### config.mk
export PLATFORM = sky130hd
export DESIGN_NAME = mem_port_arbiter
export DESIGN_NICKNAME = d
export VERILOG_FILES = /design/src/rtl/mem_port_arbiter.sv
export SDC_FILE = /design/constraint.sdc
export NUM_CORES = 1
export LEC_CHECK = 0
export CAP_MARGIN = 40
export CORE_AREA = 2 2 108 110
export CTS_BUF_LIST = sky130_fd_sc_hd__clkbuf_8
export CTS_CLUSTER_DIAMETER = 200
export DETAILED_ROUTE_END_ITERATION = 7
export DIE_AREA = 0 0 110 112
export DONT_BUFFER_PORTS = 1
export PLACE_DENSITY = 0.74
export RECOVER_POWER = 100
export SLEW_MARGIN = 30
export SYNTH_ARGS = -nofsm -noshare
export SYNTH_HDL_FRONTEND = slang
export SYNTH_SLANG_ARGS = --single-unit
### constraint.sdc
create_clock -name clk -period 2.1 [get_ports clk]
set_input_delay 0.21 -clock clk [delete_from_list [all_inputs] [get_ports clk]]
set_output_delay 0.21 -clock clk [all_outputs]
set_load 0.1 [all_outputs]
### src/rtl/mem_port_arbiter.sv
// Arbitrates one fixed-latency single-port memory between instruction fetch and data access.
// Define ARB_PERF_EN to add saturating stall-cycle counters perf_if_wait / perf_dm_wait.
module mem_port_arbiter #(
  parameter int unsigned AW      = 32,
  parameter int unsigned DW      = 32,
  parameter int unsigned LATENCY = 2
) (
  input  logic            clk,
  input  logic            rst,
  input  logic            if_req,
  input  logic [AW-1:0]   if_addr,
  output logic            if_done,
  output logic [DW-1:0]   if_rdata,
  output logic            if_stall,
  input  logic            dm_req,
  input  logic            dm_we,
  input  logic [AW-1:0]   dm_addr,
  input  logic [DW-1:0]   dm_wdata,
  input  logic [DW/8-1:0] dm_wstrb,
  output logic            dm_done,
  output logic [DW-1:0]   dm_rdata,
  output logic            dm_stall,
  output logic            mem_en,
  output logic            mem_we,
  output logic [AW-1:0]   mem_addr,
  output logic [DW-1:0]   mem_wdata,
  output logic [DW/8-1:0] mem_wstrb,
  input  logic [DW-1:0]   mem_rdata
`ifdef ARB_PERF_EN
  ,
  output logic [31:0]     perf_if_wait,
  output logic [31:0]     perf_dm_wait
`endif
);

  localparam int unsigned SW = DW / 8;

  typedef enum logic [1:0] {StIdle, StIssue, StWait, StResp} state_e;
  typedef enum logic [1:0] {OwnNone, OwnIf, OwnDm} owner_e;

  state_e          state_q, state_d;
  owner_e          owner_q, owner_d;
  logic [3:0]      cnt_q, cnt_d;
  logic            mem_en_q, mem_en_d;
  logic            we_q, we_d;
  logic [AW-1:0]   addr_q, addr_d;
  logic [DW-1:0]   wdata_q, wdata_d;
  logic [SW-1:0]   wstrb_q, wstrb_d;
  logic            if_done_q, if_done_d;
  logic            dm_done_q, dm_done_d;
  logic [DW-1:0]   if_rdata_q, if_rdata_d;
  logic [DW-1:0]   dm_rdata_q, dm_rdata_d;
  logic            grant_if, grant_dm;

  always_comb begin
    state_d    = state_q;
    owner_d    = owner_q;
    cnt_d      = cnt_q;
    mem_en_d   = 1'b0;
    we_d       = we_q;
    addr_d     = addr_q;
    wdata_d    = wdata_q;
    wstrb_d    = wstrb_q;
    if_done_d  = 1'b0;
    dm_done_d  = 1'b0;
    if_rdata_d = if_rdata_q;
    dm_rdata_d = dm_rdata_q;
    grant_if   = 1'b0;
    grant_dm   = 1'b0;

    unique case (state_q)
      StIdle: begin
        if (dm_req) begin
          grant_dm = 1'b1;
        end else if (if_req) begin
          grant_if = 1'b1;
        end
      end
      StIssue: begin
        state_d = StWait;
        cnt_d   = 4'(LATENCY - 1);
      end
      StWait: begin
        if (cnt_q == 4'd0) begin
          state_d = StResp;
          if (owner_q == OwnDm) begin
            dm_done_d = 1'b1;
            if (!we_q) begin
              dm_rdata_d = mem_rdata;
            end
          end else begin
            if_done_d  = 1'b1;
            if_rdata_d = mem_rdata;
          end
        end else begin
          cnt_d = cnt_q - 4'd1;
        end
      end
      StResp: begin
        // The owner's req is still high during its done cycle, so only the other side may win.
        if (owner_q == OwnDm && if_req) begin
          grant_if = 1'b1;
        end else if (owner_q == OwnIf && dm_req) begin
          grant_dm = 1'b1;
        end else begin
          state_d = StIdle;
          owner_d = OwnNone;
        end
      end
      default: state_d = StIdle;
    endcase

    if (grant_dm) begin
      state_d  = StIssue;
      owner_d  = OwnDm;
      mem_en_d = 1'b1;
      we_d     = dm_we;
      addr_d   = dm_addr;
      wdata_d  = dm_wdata;
      wstrb_d  = dm_we ? dm_wstrb : '0;
    end else if (grant_if) begin
      state_d  = StIssue;
      owner_d  = OwnIf;
      mem_en_d = 1'b1;
      we_d     = 1'b0;
      addr_d   = if_addr;
      wdata_d  = '0;
      wstrb_d  = '0;
    end
  end

  always_ff @(posedge clk) begin
    if (rst) begin
      state_q    <= StIdle;
      owner_q    <= OwnNone;
      cnt_q      <= 4'd0;
      mem_en_q   <= 1'b0;
      we_q       <= 1'b0;
      addr_q     <= '0;
      wdata_q    <= '0;
      wstrb_q    <= '0;
      if_done_q  <= 1'b0;
      dm_done_q  <= 1'b0;
      if_rdata_q <= '0;
      dm_rdata_q <= '0;
    end else begin
      state_q    <= state_d;
      owner_q    <= owner_d;
      cnt_q      <= cnt_d;
      mem_en_q   <= mem_en_d;
      we_q       <= we_d;
      addr_q     <= addr_d;
      wdata_q    <= wdata_d;
      wstrb_q    <= wstrb_d;
      if_done_q  <= if_done_d;
      dm_done_q  <= dm_done_d;
      if_rdata_q <= if_rdata_d;
      dm_rdata_q <= dm_rdata_d;
    end
  end

  assign mem_en    = mem_en_q;
  assign mem_we    = we_q;
  assign mem_addr  = addr_q;
  assign mem_wdata = wdata_q;
  assign mem_wstrb = wstrb_q;
  assign if_done   = if_done_q;
  assign dm_done   = dm_done_q;
  assign if_rdata  = if_rdata_q;
  assign dm_rdata  = dm_rdata_q;
  assign if_stall  = if_req & ~if_done_q;
  assign dm_stall  = dm_req & ~dm_done_q;

`ifdef ARB_PERF_EN
  logic [31:0] perf_if_q, perf_dm_q;

  always_ff @(posedge clk) begin
    if (rst) begin
      perf_if_q <= 32'd0;
      perf_dm_q <= 32'd0;
    end else begin
      if (if_stall && perf_if_q != 32'hFFFF_FFFF) begin
        perf_if_q <= perf_if_q + 32'd1;
      end
      if (dm_stall && perf_dm_q != 32'hFFFF_FFFF) begin
        perf_dm_q <= perf_dm_q + 32'd1;
      end
    end
  end

  assign perf_if_wait = perf_if_q;
  assign perf_dm_wait = perf_dm_q;
`endif

endmodule
# After elaboration in Yosys (flattened, before gate mapping)
# Cells that the tools add are included.
# word_totals
reg_bits,144
latchBits,0
ram_bits,0
romBits,0
inputBits,137
out_inout_bits,138
elab_cells,91
n_memories,0
# op_classes
addsub,1
mul,0
div,0
n_lt_le_gt_ge,0
n_eq_ne,16
n_shift,0
mux,32
n_bitwise,8
n_reduce_logical,20
# ops
cell,n
2-to-1 mux 32 bit,4
2-to-1 mux 4 bit,4
2-to-1 mux 1 bit,14
2-to-1 mux 2 bit,6
"!= test 2 bit, second input constant",6
"!= test 4 bit, second input constant",3
AND reduction 4 bit,3
AND reduction 3 bit,3
case mux 4 bit (2 select lines),1
"equality test 2 bit, second input constant",3
"!= test 3 bit, second input constant",2
NOT 1 bit,6
case mux 2 bit (3 select lines),1
nonzero test 2 bit,3
nonzero test 3 bit,2
OR reduction 3 bit,2
nonzero test 5 bit,1
"equality test 2 x 1 -> 1 bit, second input constant",2
logical NOT 4 bit,1
case mux 1 bit (2 select lines),2
"subtractor 4 x 1 -> 4 bit, second input constant",1
bitwise AND 1 bit,2
logical AND 1 bit,2
logical NOT 2 bit,1
other kinds (2),2

# Logic depth before layout (Yosys ltp)
# Gate-level depths: netlist (run 1).
# logic_depth
ltp_word,7
depth_mapped,8
ltp_nobuf,6

# Least setup slack after synthesis (run 1)
# No wires, ideal clock.
# synth_timing
kind,register -> output
from,register dm_done_q (netlist: dm_done)
to,output port dm_stall
arrival_time_ns,2.043
t_required_ns,1.890
slack_ns,-0.153
stages_incl_launch_ff,2
path_buffers,0
cell_sequence,dfxtp_1 -> nor2_1
# synth_between
elab_chain_cells,2
# synth_rtl
item,line_no,rtl
from (decl),50,"logic dm_done_q, dm_done_d;"
from (signal assigned),156,dm_done_q <= dm_done_d;
NOT 1 bit,172,assign dm_stall = dm_req & ~dm_done_q;
bitwise AND 1 bit,172,
to (decl),22,"output logic dm_stall,"
# No other way between the ends.

# Worst setup path in the final report (run 1)
# layout_timing
from,register state_q[0]
to,register addr_q[16] (netlist: mem_addr[16])
# layout_between
elab_chain_cells,3
word_cells_on_any_way,6
classes_between,1 x eq/ne; 3 x mux; 2 x reduce/logical
# layout_rtl
item,line_no,rtl
from (decl),41,"state_e state_q, state_d;"
from (signal assigned),134,state_q <= StIdle;
from (signal assigned),147,state_q <= state_d;
equality test 2 bit or logical NOT 2 bit (tied branches),71,unique case (state_q)
case mux 1 bit (2 select lines),71,
2-to-1 mux 32 bit or nonzero test 2 bit (tied branches),n/a,
to (signal assigned),152,addr_q <= addr_d;
to (decl),46,"logic [AW-1:0] addr_q, addr_d;"
# Several ways; a longest one is shown, not always the timed one.
# A chain may end at the register's enable or synchronous reset.

==> results of run 1 <==
-- flip-flops by register name, indices dropped and copies added, names as in the netlist --
| signal | count |
|---|---|
| dm_rdata | 32 |
| if_rdata | 32 |
| mem_addr | 32 |
| mem_wdata | 32 |
| cnt_q | 4 |
| mem_wstrb | 4 |
| owner_q | 2 |
| state_q | 2 |
| dm_done | 1 |
| if_done | 1 |
| mem_en | 1 |
| mem_we | 1 |
-- layer usage --
layer,vias up,share of wire (%)
met3,59,8.0
met2,267,51
met1,2468,37
met4,0,4.3
li1,2423,-
met5,-,0
-- worst register-to-register path, delay by kind of cell (launching register included) --
family          cells  cell delay [ns]
compound gates      3             0.78
fa+ha+maj           1             0.29
buf+inv             2             0.34
flops               1             0.33
simple gates        1             0.15
-- what timing repair did --
item                       CTS  global route
hold buffers               134             0
setup buffers                0             0
resized for setup            0             2
hold endpoints to repair   142             0
setup endpoints to repair    0             9
-- kinds of logic after synthesis --
family	after synthesis	share of synthesized area (%)
multiplexers	34	6.42
adder cells (fa/ha/maj)	5	1.18
buffers and inverters	46	4.56
AO/OA/AOI/OAI	149	20.0
AND/OR/NAND/NOR	164	13.2
XOR/XNOR	1	0.165
flip-flops	144	54.4
-- power groups by stage --
stage	clock network, mW	registers (mW)	logic [mW]
global route	2.56	3.68	7.40
floorplan	0	8.06	1.46
global placement	0	3.63	7.10
finish	2.39	3.64	7.17
detailed placement	0	3.66	7.20
CTS	2.42	3.61	7.45
-- cell usage after synthesis (4+ instances only) --
cell / instances / area (um^2)
ha_1: 5 / 62.6
nand2b_1: 4 / 25.0
a21oi_1: 68 / 340
dfxtp_1: 144 / 2880
nor3_1: 4 / 20.0
clkbuf_1: 18 / 67.6
a22o_1: 33 / 289
nand2_1: 134 / 503
nor2_1: 6 / 22.5
buf_6: 7 / 78.8
inv_1: 8 / 30.0
o2bb2ai_1: 32 / 280
mux2i_1: 34 / 340
a32o_1: 4 / 40.0
buf_2: 13 / 65.1
-- through the flow --
stage | instance area (um^2) | std cells | util, % | setup WS, ns
6_report | 7900 | 964 | 70.7 | 0.130
5_1_grt | 7900 | 964 | 70.7 | 0.0182
4_1_cts | 8250 | 962 | 73.8 | 0.141
3_5_place_dp | 6450 | 796 | 57.7 | 0.157
3_3_place_gp | 6450 | 796 | 57.7 | 0.287
2_1_floorplan | 5300 | 543 | - | 0.195
-- layout make-up --
| type | instances | area [um^2] | share of cell area [%] |
|---|---|---|---|
| flip-flops and latches | 144 | 2880 | 36.5 |
| multi-input cells | 353 | 2200 | 27.8 |
| repair buffers | 282 | 2170 | 27.4 |
| clock buffers | 20 | 275 | 3.48 |
| well taps | 143 | 179 | 2.26 |
| clock inverters | 12 | 166 | 2.11 |
| inverters | 8 | 30.0 | 0.380 |
| diodes | 2 | 5.00 | 0.0634 |
-- worst min-delay path by stage --
stage | slack, ns | to | start | cells after the start
floorplan | 0.34 | mem_wdata[0] | dm_wdata[0] | 1
global placement | 0.30 | owner_q[1] | rst | 1
detailed placement | 0.30 | owner_q[1] | rst | 1
CTS | 0.09 | cnt_q[0] | rst | 2
global route | 0.12 | cnt_q[0] | rst | 2
finish | 0.12 | cnt_q[0] | rst | 2
==> impl_results.md, run 1 <==
- Actual transition at the worst max-transition pin: 0.684 ns
- Final #Nets: 948
- Status: completed
- Most common cell after layout, fill and taps aside: dfxtp_1
- I/O Pins: 275
- Share of flip-flops with an asynchronous set or reset: 0%
- Die area: 12,300 um^2
- Hold slack: 0.120 ns
- Switching Fraction: 54.4%
- Final setup viols: 0
- Yosys warns: 0
- Max-slew violation count: 0
- CTS root buffer: clkbuf_8
- Drt initial violations: 279
- Maximum achievable frequency: 508 MHz
- Synthesis-to-finish area growth: 49.1%
- Total congestion overflow: 0
- Weighted congestion at the end of routability-driven global placement: 0.855
- Routed vias/inst: 5.41
- Total iterations of the first detailed-routing run: 5
- Hold violation total from the final report: 0
- Slew Limit Headroom: 53.9%
- Final min period: 1.97 ns
- Fraction of the cycle the final worst path needs: 93.8%
- Signal arrival time at the worst endpoint: 2.32 ns
- GR Layer Usage met3: 10.0%
- IO Port Bufs: 0
- Global-route wire length before repair: 26.6 mm
- Number of enable-type register cells in the synthesized netlist: 0
- Pin count of the biggest net entering global routing: 74
- Initial Util: 47.4%
- Internal power consumption: 6.01 mW
- Type of the worst setup path: reg2reg
- Leading cell types in the layout, fill and taps excluded: dfxtp_1, clkbuf_2, nand2_1
- Cell Chain, Critical Path: inv_1 > ha_1 > nand2b_1 > a211oi_4 > o21bai_2 > buf_4 > o2bb2ai_1
- R2R depth: 7
- Core area: 11,200 um^2
- Die Span Y: 112 um
- IR Drop Worst-Case VDD: 1.13 mV
- Number of cells produced by synthesis: 543
- Critical path destination: mem_addr[16]
- R2r startpoint: state_q[0]
- Share of the yosys chip area belonging to registers: 54.4%
- Setup repair after global routing missed its margin: false
- Via count: 5,217
- CTS tree: yes
- Worst Skew: 0.00846 ns
- Number of buffers and inverters on the critical path: 2
- DRT Wirelength: 17.6 mm
- Instance count on the critical path: 7
- Power density normalized to cell area: 1670 nW/um^2
- Slack of the worst reg-to-reg path: 0.13 ns
- Worst R2R End: mem_addr[16]
- Slowest Stage Delay on Critical Path: 0.41 ns
- Global route hottest layer: met2
- Post-route antenna net violation count: 0
- Met1 usage in global routing: 27.9%
- Required arrival time at the worst endpoint: 2.45 ns
- FILL cells: 838
- Std-Cell Rows: 39
- Die span in x: 110 um
- Top_reg_cell synth: dfxtp_1
- Synth Register Bits: 144
- Tot GR Track Use: 28.1%
- Clock transition time at the flip-flop clock pins of the worst setup and hold paths: 0.08 ns
- Synthesized cell area: 5300 um^2
- Via count of the first global-routing pass: 5,400
- Fraction of met2 tracks used by global routing: 49.1%
- Worst-skew pair later-pin latency: 0.44 ns
- Post-Synthesis Net Count: 685
- Proportion of layout cells with a drive suffix above 1: 23.4%
- Maximum number of buffers from clock root to sink: 2
- Maximum fanout encountered on the critical timing path: 33
- CP max-delay cell: a211oi_4
- Maximum level of the CTS H-tree: 4
- Number of max-cap violations: 0
- Num CTS Buffers: 17
- Class of the tightest hold or removal check: in2reg
- Number of distinct library cells after synthesis: 39
- CTS sink count: 144
- Portion of total power attributed to sequential cells: 27.6%
- Average instance area after synthesis: 9.76 um^2
- Logic pwr share: 54.3%
- Post-detail-place hpwl: 9.73 mm
- Power consumption: 13.2 mW
- Type of element launching the critical path: register
- Sum of negative setup slack: 0 ns
- Leakage power of the design: 3.45 nW
- Largest delay contributor family on the critical path: compound AO/OA/AOI/OAI gates
- Fraction of power consumed by the clock network: 18.1%
- Total DRC errors in the routed layout: 0
- CP Launch Point: state_q[0]
- Number of antenna violations at the first check in global routing: 2
- Endpoint class of the critical path: register
- Switching Power: 7.18 mW
- WL/cell: 18.2 um
Power figures use the tool's default switching activity.
==> inputs of run 2 (changes only) <==
--- a/config.mk
+++ b/config.mk
@@ -14,6 +14,7 @@
 export DONT_BUFFER_PORTS = 1
 export PLACE_DENSITY = 0.74
 export RECOVER_POWER = 100
+export SKIP_LAST_GASP = 1
 export SLEW_MARGIN = 30
 export SYNTH_ARGS = -nofsm -noshare
 export SYNTH_HDL_FRONTEND = slang
==> results of run 2 <==
No change in the layout: final DEF, timing and power equal those of run 1.
